--- config.mk ---
export PLATFORM = sky130hd
export DESIGN_NAME = reaction_timer_mp
export DESIGN_NICKNAME = d
export VERILOG_FILES = /design/src/rtl/reaction_pkg.sv /design/src/rtl/btn_sync_edge.sv /design/src/rtl/reaction_timer_mp.sv
export SDC_FILE = /design/constraint.sdc
export NUM_CORES = 1
export LEC_CHECK = 0
export CAP_MARGIN = 40
export CORE_ASPECT_RATIO = 1.4
export CORE_MARGIN = 2
export CORE_UTILIZATION = 51
export CTS_CLUSTER_SIZE = 16
export DETAILED_ROUTE_END_ITERATION = 10
export GPL_TIMING_DRIVEN = 0
export PLACE_DENSITY = 0.78
export SLEW_MARGIN = 20
export SYNTH_ARGS = -nofsm -noshare
export SYNTH_HDL_FRONTEND = slang
export SYNTH_HIERARCHICAL = 1
export SYNTH_SLANG_ARGS = --single-unit
export TNS_END_PERCENT = 1
--- constraint.sdc ---
create_clock -name clk -period 5.48 [get_ports clk]
set_input_delay 0.822 -clock clk [delete_from_list [all_inputs] [get_ports clk]]
set_output_delay 0.822 -clock clk [all_outputs]
set_load 0.01 [all_outputs]
--- src/rtl/reaction_pkg.sv ---
`default_nettype none
// ============================================================================
//  Module      : reaction_pkg
//  Description : Shared state codes, LFSR constants and the millisecond
//                divider helper for the multi-player reaction timer.
//  Revision    : 1.0 - initial release
// ============================================================================
package reaction_pkg;

    // State codes driven on the state output
    localparam logic [2:0] S_IDLE      = 3'd0;
    localparam logic [2:0] S_INIT      = 3'd1;
    localparam logic [2:0] S_COUNTDOWN = 3'd2;
    localparam logic [2:0] S_TEST      = 3'd3;
    localparam logic [2:0] S_EARLY     = 3'd4;
    localparam logic [2:0] S_GOOD      = 3'd5;
    localparam logic [2:0] S_LATE      = 3'd6;

    // Right-shifting Galois form of x^16+x^14+x^13+x^11+1
    localparam logic [15:0] C_LFSR_POLY = 16'hB400;
    localparam logic [15:0] C_LFSR_SEED = 16'hACE1;

    // Clock cycles per millisecond
    function automatic int ms_div(input int clk_hz);
        return clk_hz / 1000;
    endfunction

endpackage
`default_nettype wire

--- src/rtl/btn_sync_edge.sv ---
`default_nettype none
// ============================================================================
//  Module      : btn_sync_edge
//  Description : N-bit two-flop synchronizer followed by a rising-edge
//                detector. o_edge is high for one cycle per press.
//  Revision    : 1.0 - initial release
// ============================================================================
module btn_sync_edge #(
    parameter int N = 1
) (
    input  logic         clk,
    input  logic         rst_n,
    input  logic [N-1:0] i_btn,
    output logic [N-1:0] o_edge
);

    logic [N-1:0] r_meta;
    logic [N-1:0] r_sync;
    logic [N-1:0] r_prev;

    // Two-stage synchronizer plus a history flop for edge detection
    always_ff @(posedge clk or negedge rst_n) begin
        if (!rst_n) begin
            r_meta <= '0;
            r_sync <= '0;
            r_prev <= '0;
        end else begin
            r_meta <= i_btn;
            r_sync <= r_meta;
            r_prev <= r_sync;
        end
    end

    assign o_edge = r_sync & ~r_prev;

endmodule
`default_nettype wire

--- src/rtl/reaction_timer_mp.sv ---
`default_nettype none
// ============================================================================
//  Module      : reaction_timer_mp
//  Description : Multi-player reaction timer core: prompt, random wait,
//                LED stimulus, millisecond measurement of the fastest stop
//                button, per-player best times and early/good/late result.
//  Revision    : 1.0 - initial release
// ============================================================================
module reaction_timer_mp
    import reaction_pkg::*;
#(
    parameter int CLK_HZ       = 50_000_000,
    parameter int PLAYERS      = 2,
    parameter int TIME_W       = 14,
    parameter int INIT_MS      = 1000,
    parameter int MIN_DELAY_MS = 1000,
    parameter int SPAN_LOG2    = 11,
    parameter int LATE_MS      = 1000
) (
    input  logic                      clk,
    input  logic                      rst_n,
    input  logic                      start_b,
    input  logic                      clear_b,
    input  logic [PLAYERS-1:0]        stop_b,
    output logic                      led,
    output logic [2:0]                state,
    output logic [2:0]                winner,
    output logic [TIME_W-1:0]         reaction_ms,
    output logic [PLAYERS*TIME_W-1:0] best_ms,
    output logic                      new_best
);

    localparam int DIV       = ms_div(CLK_HZ);
    localparam int PW        = (DIV > 1) ? $clog2(DIV) : 1;
    localparam int MAX_DELAY = MIN_DELAY_MS + (1 << SPAN_LOG2) - 1;
    localparam int CNT_MAX   = (INIT_MS > MAX_DELAY) ? INIT_MS : MAX_DELAY;
    localparam int DW        = $clog2(CNT_MAX + 1);

    logic [2:0]        r_state;
    logic              r_led;
    logic [2:0]        r_winner;
    logic [TIME_W-1:0] r_ms;
    logic              r_new_best;
    logic [TIME_W-1:0] r_best [PLAYERS];
    logic [PW-1:0]     r_presc;
    logic [DW-1:0]     r_cnt;
    logic [15:0]       r_lfsr;

    logic [1:0]         w_ctl_edge;
    logic [PLAYERS-1:0] w_stop_edge;
    logic               w_start;
    logic               w_clear;
    logic               w_stop_any;
    logic               w_tick;
    logic [2:0]         w_stop_idx;
    logic [TIME_W-1:0]  w_ms_inc;
    logic [DW-1:0]      w_rand;
    logic [DW-1:0]      w_delay_load;

    // Lowest-numbered player wins a tie between simultaneous presses
    function automatic logic [2:0] lowest_idx(input logic [PLAYERS-1:0] v);
        logic [2:0] idx;
        idx = '0;
        for (int i = PLAYERS - 1; i >= 0; i--) begin
            if (v[i]) idx = 3'(i);
        end
        return idx;
    endfunction

    btn_sync_edge #(.N(2)) u_sync_ctl (
        .clk    (clk),
        .rst_n  (rst_n),
        .i_btn  ({clear_b, start_b}),
        .o_edge (w_ctl_edge)
    );

    btn_sync_edge #(.N(PLAYERS)) u_sync_stop (
        .clk    (clk),
        .rst_n  (rst_n),
        .i_btn  (stop_b),
        .o_edge (w_stop_edge)
    );

    assign w_start    = w_ctl_edge[0];
    assign w_clear    = w_ctl_edge[1];
    assign w_stop_any = |w_stop_edge;
    assign w_stop_idx = lowest_idx(w_stop_edge);
    assign w_tick     = (r_presc == PW'(DIV - 1));
    assign w_ms_inc   = r_ms + TIME_W'(1);

    generate
        if (SPAN_LOG2 > 0) begin : g_rand_span
            assign w_rand = DW'(r_lfsr[SPAN_LOG2-1:0]);
        end else begin : g_rand_fixed
            assign w_rand = '0;
        end
    endgenerate

    assign w_delay_load = DW'(MIN_DELAY_MS) + w_rand;

    // Free-running pseudo-random source, one step per clock
    always_ff @(posedge clk or negedge rst_n) begin
        if (!rst_n) r_lfsr <= C_LFSR_SEED;
        else        r_lfsr <= {1'b0, r_lfsr[15:1]} ^ (r_lfsr[0] ? C_LFSR_POLY : 16'h0000);
    end

    // Round FSM with prescaler, timers and best-time file; clear has top priority
    always_ff @(posedge clk or negedge rst_n) begin
        if (!rst_n) begin
            r_state    <= S_IDLE;
            r_led      <= 1'b0;
            r_winner   <= '0;
            r_ms       <= '0;
            r_new_best <= 1'b0;
            r_presc    <= '0;
            r_cnt      <= '0;
            for (int i = 0; i < PLAYERS; i++) r_best[i] <= '1;
        end else begin
            r_new_best <= 1'b0;
            r_presc    <= w_tick ? '0 : r_presc + PW'(1);
            if (w_clear) begin
                r_state  <= S_IDLE;
                r_ms     <= '0;
                r_winner <= '0;
                r_led    <= 1'b0;
            end else begin
                case (r_state)
                    S_IDLE, S_EARLY, S_GOOD, S_LATE: begin
                        if (w_start) begin
                            r_state <= S_INIT;
                            r_cnt   <= DW'(INIT_MS);
                            r_presc <= '0;
                        end
                    end
                    S_INIT: begin
                        if (w_tick) begin
                            if (r_cnt == DW'(1)) begin
                                r_state <= S_COUNTDOWN;
                                r_cnt   <= w_delay_load;
                                r_presc <= '0;
                            end else begin
                                r_cnt <= r_cnt - DW'(1);
                            end
                        end
                    end
                    S_COUNTDOWN: begin
                        if (w_stop_any) begin
                            r_state  <= S_EARLY;
                            r_winner <= w_stop_idx;
                            r_ms     <= '0;
                        end else if (w_tick) begin
                            if (r_cnt == DW'(1)) begin
                                r_state <= S_TEST;
                                r_led   <= 1'b1;
                                r_ms    <= '0;
                                r_presc <= '0;
                            end else begin
                                r_cnt <= r_cnt - DW'(1);
                            end
                        end
                    end
                    S_TEST: begin
                        // A stop on a tick cycle keeps the pre-increment value
                        if (w_stop_any) begin
                            r_state  <= S_GOOD;
                            r_led    <= 1'b0;
                            r_winner <= w_stop_idx;
                            for (int i = 0; i < PLAYERS; i++) begin
                                if ((w_stop_idx == 3'(i)) && (r_ms < r_best[i])) begin
                                    r_best[i]  <= r_ms;
                                    r_new_best <= 1'b1;
                                end
                            end
                        end else if (w_tick) begin
                            if (w_ms_inc == TIME_W'(LATE_MS)) begin
                                r_state  <= S_LATE;
                                r_led    <= 1'b0;
                                r_winner <= '0;
                            end
                            r_ms <= w_ms_inc;
                        end
                    end
                    default: r_state <= S_IDLE;
                endcase
            end
        end
    end

    generate
        for (genvar gi = 0; gi < PLAYERS; gi++) begin : g_best_out
            assign best_ms[gi*TIME_W +: TIME_W] = r_best[gi];
        end
    endgenerate

    assign led         = r_led;
    assign state       = r_state;
    assign winner      = r_winner;
    assign reaction_ms = r_ms;
    assign new_best    = r_new_best;

endmodule
`default_nettype wire

==> impl_metrics.py <==
metrics = {
    "sta": {
        "worst_slew_pin_slew_ns": 0.671,
        "slew_viol_final": 0,
        "grt_setup_unrepaired": "no",
        "final_period_minus_worst_setup_slack_ns": 2.87,
        "finalCritPeriodShare": 0.523,
        "skew_ns": 0.00932,
        "fmax_mhz": 349,
        "fin_ws_ns": 2.61,
        "setup_viol_count_final": 0,
        "slew_headroom": 0.547,
        "hold_ws_ns": 0.349,
        "setup-tns-final_ns": 0,
        "hold_violations": 0,
    },
    "run_status": {
        "status": "finished clean",
    },
    "drt": {
        "drc": 0,
        "drt_pre_antenna_iters": 5,
        "wl_per_cell_um": 17.0,
        "drt-total-wl_um": 13100,
        "drtAntennaViolNets": 0,
        "drt-initial-drc-count": 206,
        "via_count": 4422,
        "viasPerCell": 5.74,
    },
    "global_route": {
        "grt_pass1_wl_um": 21600,
        "globalRoute.totalOverflow": 0,
        "grt_max_degree": 71,
        "grtUsageTotal": 0.226,
        "grt_pass1_vias": 4363,
        "antenna_found_initial": 0,
    },
    "cells_and_area": {
        "design_area_um2": 6820,
        "diodes": 0,
        "drive_gt1_frac": 0.187,
        "nNetsFinal": 659,
        "finish.utilization": 0.610,
        "nFillCells": 944,
        "area_growth_pct": 17.9,
    },
    "critical_path": {
        "cp_slowest_stage_delay_ns": 0.62,
        "r2r_cells": 8,
        "crit_path_end_kind": "flip-flop",
        "path_class": "flip-flop to flip-flop",
        "cp-start-kind": "flip-flop",
        "path_cells": "inv_1, ha_1, nor4b_1, a31oi_1, o31ai_1, nand2_1, clkbuf_1, o41ai_1",
        "crit_path_top_delay_cell": "o41ai_1",
        "worstPathRequired_ns": 5.65,
        "cp.arrival_ns": 3.04,
        "cp_max_fo": 10,
    },
    "floorplan": {
        "pin_count": 56,
        "die_area_um2": 12200,
        "core_area_um2": 11200,
        "die_x_um": 94.0,
        "start_util": 0.518,
        "die_h_um": 130,
        "num_rows": 46,
    },
    "cts": {
        "clockRootBuffer": "clkbuf_16",
        "clk_path_buf_depth": 2,
        "numCtsBuffers": 9,
        "post_cts_buffers": 0,
        "cts_hold_buf": 0,
        "cts_resized": 0,
        "htreeDepth": 3,
        "cts_tree": "done",
        "clock-sinks": 104,
        "cts.clk_slew.worst_paths_ns": 0.07,
        "clk_latency_ns": 0.35,
    },
    "synthesis": {
        "netlist_instances": 556,
        "synth_edf_count": 0,
        "synth_warnings": 6,
        "synth_seq_area_share": 0.458,
        "async_flop_share": 1.00,
        "synth.distinct_cells": 73,
        "ys_ff_latch": 104,
        "synth-main-ff-cell": "dfrtp_1",
        "syn_avg_cell_area_um2": 10.4,
        "netlist_area_um2": 5780,
    },
    "power": {
        "irDropWorstVdd_v": 0.000255,
        "p_leak_nw": 2.84,
        "powerDensity_nw_per_um2": 333,
    },
    "job": {
        "cap_viol_max_count": 0,
    },
    "placement": {
        "portBuffers": 53,
        "dpl.hpwl_um": 9670,
        "placed_cell_area_um2": 6520,
        "pre_cts_slack_ns": 2.70,
        "place_congestion": 0.932,
    },
    "worst_hold_path": {
        "hold_depth": 0,
        "hold_class": "flip-flop to flip-flop",
    },
}
[placed cells by master, fill, tap and decap left out, drive strengths merged, types with 5 or more instances in the layout]
cell           instances
inv                   37
mux2                  28
o21ai                 35
dfrtp                 68
buf                   17
nor2b                  9
a21o                  10
a31oi                  8
nand4                 10
nor3                  16
clkbuf                24
xnor2                 11
nand2                 28
nand2b                 8
nor2                  43
clkdlybuf4s50         52
or3                    5
xor2                  14
nand3                 19
a21oi                 22
and3                  11
ha                    31
dfstp                 36
o31ai                 13
a22o                   5
[routing by layer]
metal	global-route usage	wire length [µm]	share of wire	vias up
li1	-	-	-	2123
met1	0.268	5160	0.39	2144
met2	0.404	7040	0.54	120
met3	0.0346	460	0.035	35
met4	0.0980	422	0.032	0
met5	0	0	0	-
[stage by stage]
stage | cells | power, mW
5_1_grt | 771 | 2.40
3_5_place_dp | 755 | 1.63
2_1_floorplan | 557 | 1.43
3_3_place_gp | 754 | 1.61
4_1_cts | 771 | 2.28
6_report | 771 | 2.27
[final timing paths]
check / start / slack, ns / to
worst max-delay path: r_cnt[1]$_DFFE_PN0P_ / 2.61 / reaction_ms[10]$_DFFE_PN0P_
worst min-delay path: u_sync_stop/r_meta[1]$_DFF_PN0_ / 0.35 / u_sync_stop/r_sync[1]$_DFF_PN0_
worst max register to register: r_cnt[1]$_DFFE_PN0P_ / 2.61 / reaction_ms[10]$_DFFE_PN0P_
worst min register to register: u_sync_stop/r_meta[1]$_DFF_PN0_ / 0.35 / u_sync_stop/r_sync[1]$_DFF_PN0_
max in group asynchronous: rst_n / 4.44 / r_lfsr[6]$_DFF_PN1_
min in group asynchronous: rst_n / 0.36 / reaction_ms[11]$_DFFE_PN0P_
[critical path, delay by kind of cell (launching register included)]
kind                       cells  cell delay (ns)
AOI/OAI and AO/OA              3             1.12
adders and majority gates      1             0.17
buffers and inverters          2             0.39
DFF                            1             0.41
and+or+nand+nor                2             0.61
[cells in the mapped netlist, drive strengths merged (14+ instances only)]
library cell | number | share of area
dfrtp | 68 | 0.29
nor2 | 43 | 0.029
inv | 37 | 0.024
dfstp | 36 | 0.16
o21ai | 35 | 0.030
ha | 31 | 0.067
mux2 | 28 | 0.055
nand2 | 28 | 0.019
a21oi | 22 | 0.019
nand3 | 19 | 0.019
nor3 | 16 | 0.016
buf | 15 | 0.018
xor2 | 14 | 0.021
[final cells by class]
type / instances / area [µm²] / area share
clock buffer: 11 / 233 / 0.0341
buffer: 28 / 153 / 0.0224
inverter: 37 / 139 / 0.0204
sequential: 104 / 2650 / 0.388
multi-input combinational: 388 / 2850 / 0.417
clock inverter: 5 / 58.8 / 0.00863
tap: 144 / 180 / 0.0264
timing repair buffer: 54 / 559 / 0.0821
[registers in the layout, summed over array words and instances, names as in the netlist]
signal / cells
best_ms: 28
led: 1
new_best: 1
r_cnt: 12
r_lfsr: 16
r_presc: 16
reaction_ms: 14
state: 3
u_sync_ctl/r_meta: 2
u_sync_ctl/r_prev: 2
u_sync_ctl/r_sync: 2
u_sync_stop/r_meta: 2
u_sync_stop/r_prev: 2
u_sync_stop/r_sync: 2
winner: 1
[power by group]
part           leakage [nW]  internal [mW]  switching (mW)
Combinational          1.45          0.287           0.405
Clock                 0.136          0.355           0.281
Sequential             1.26          0.844          0.0940
[logic make-up (layout without fill, tap and decap cells)]
logic type / Yosys count / after routing / synth area share
other cells: 1 / 2 / 0.000649
simple gates: 172 / 172 / 0.169
compound gates: 126 / 126 / 0.154
xor+xnor: 25 / 25 / 0.0392
mux: 31 / 31 / 0.0597
buf+inv: 65 / 135 / 0.0504
flops: 104 / 104 / 0.458
fa+ha+maj: 32 / 32 / 0.0688
(Power assumes the default switching activity.)
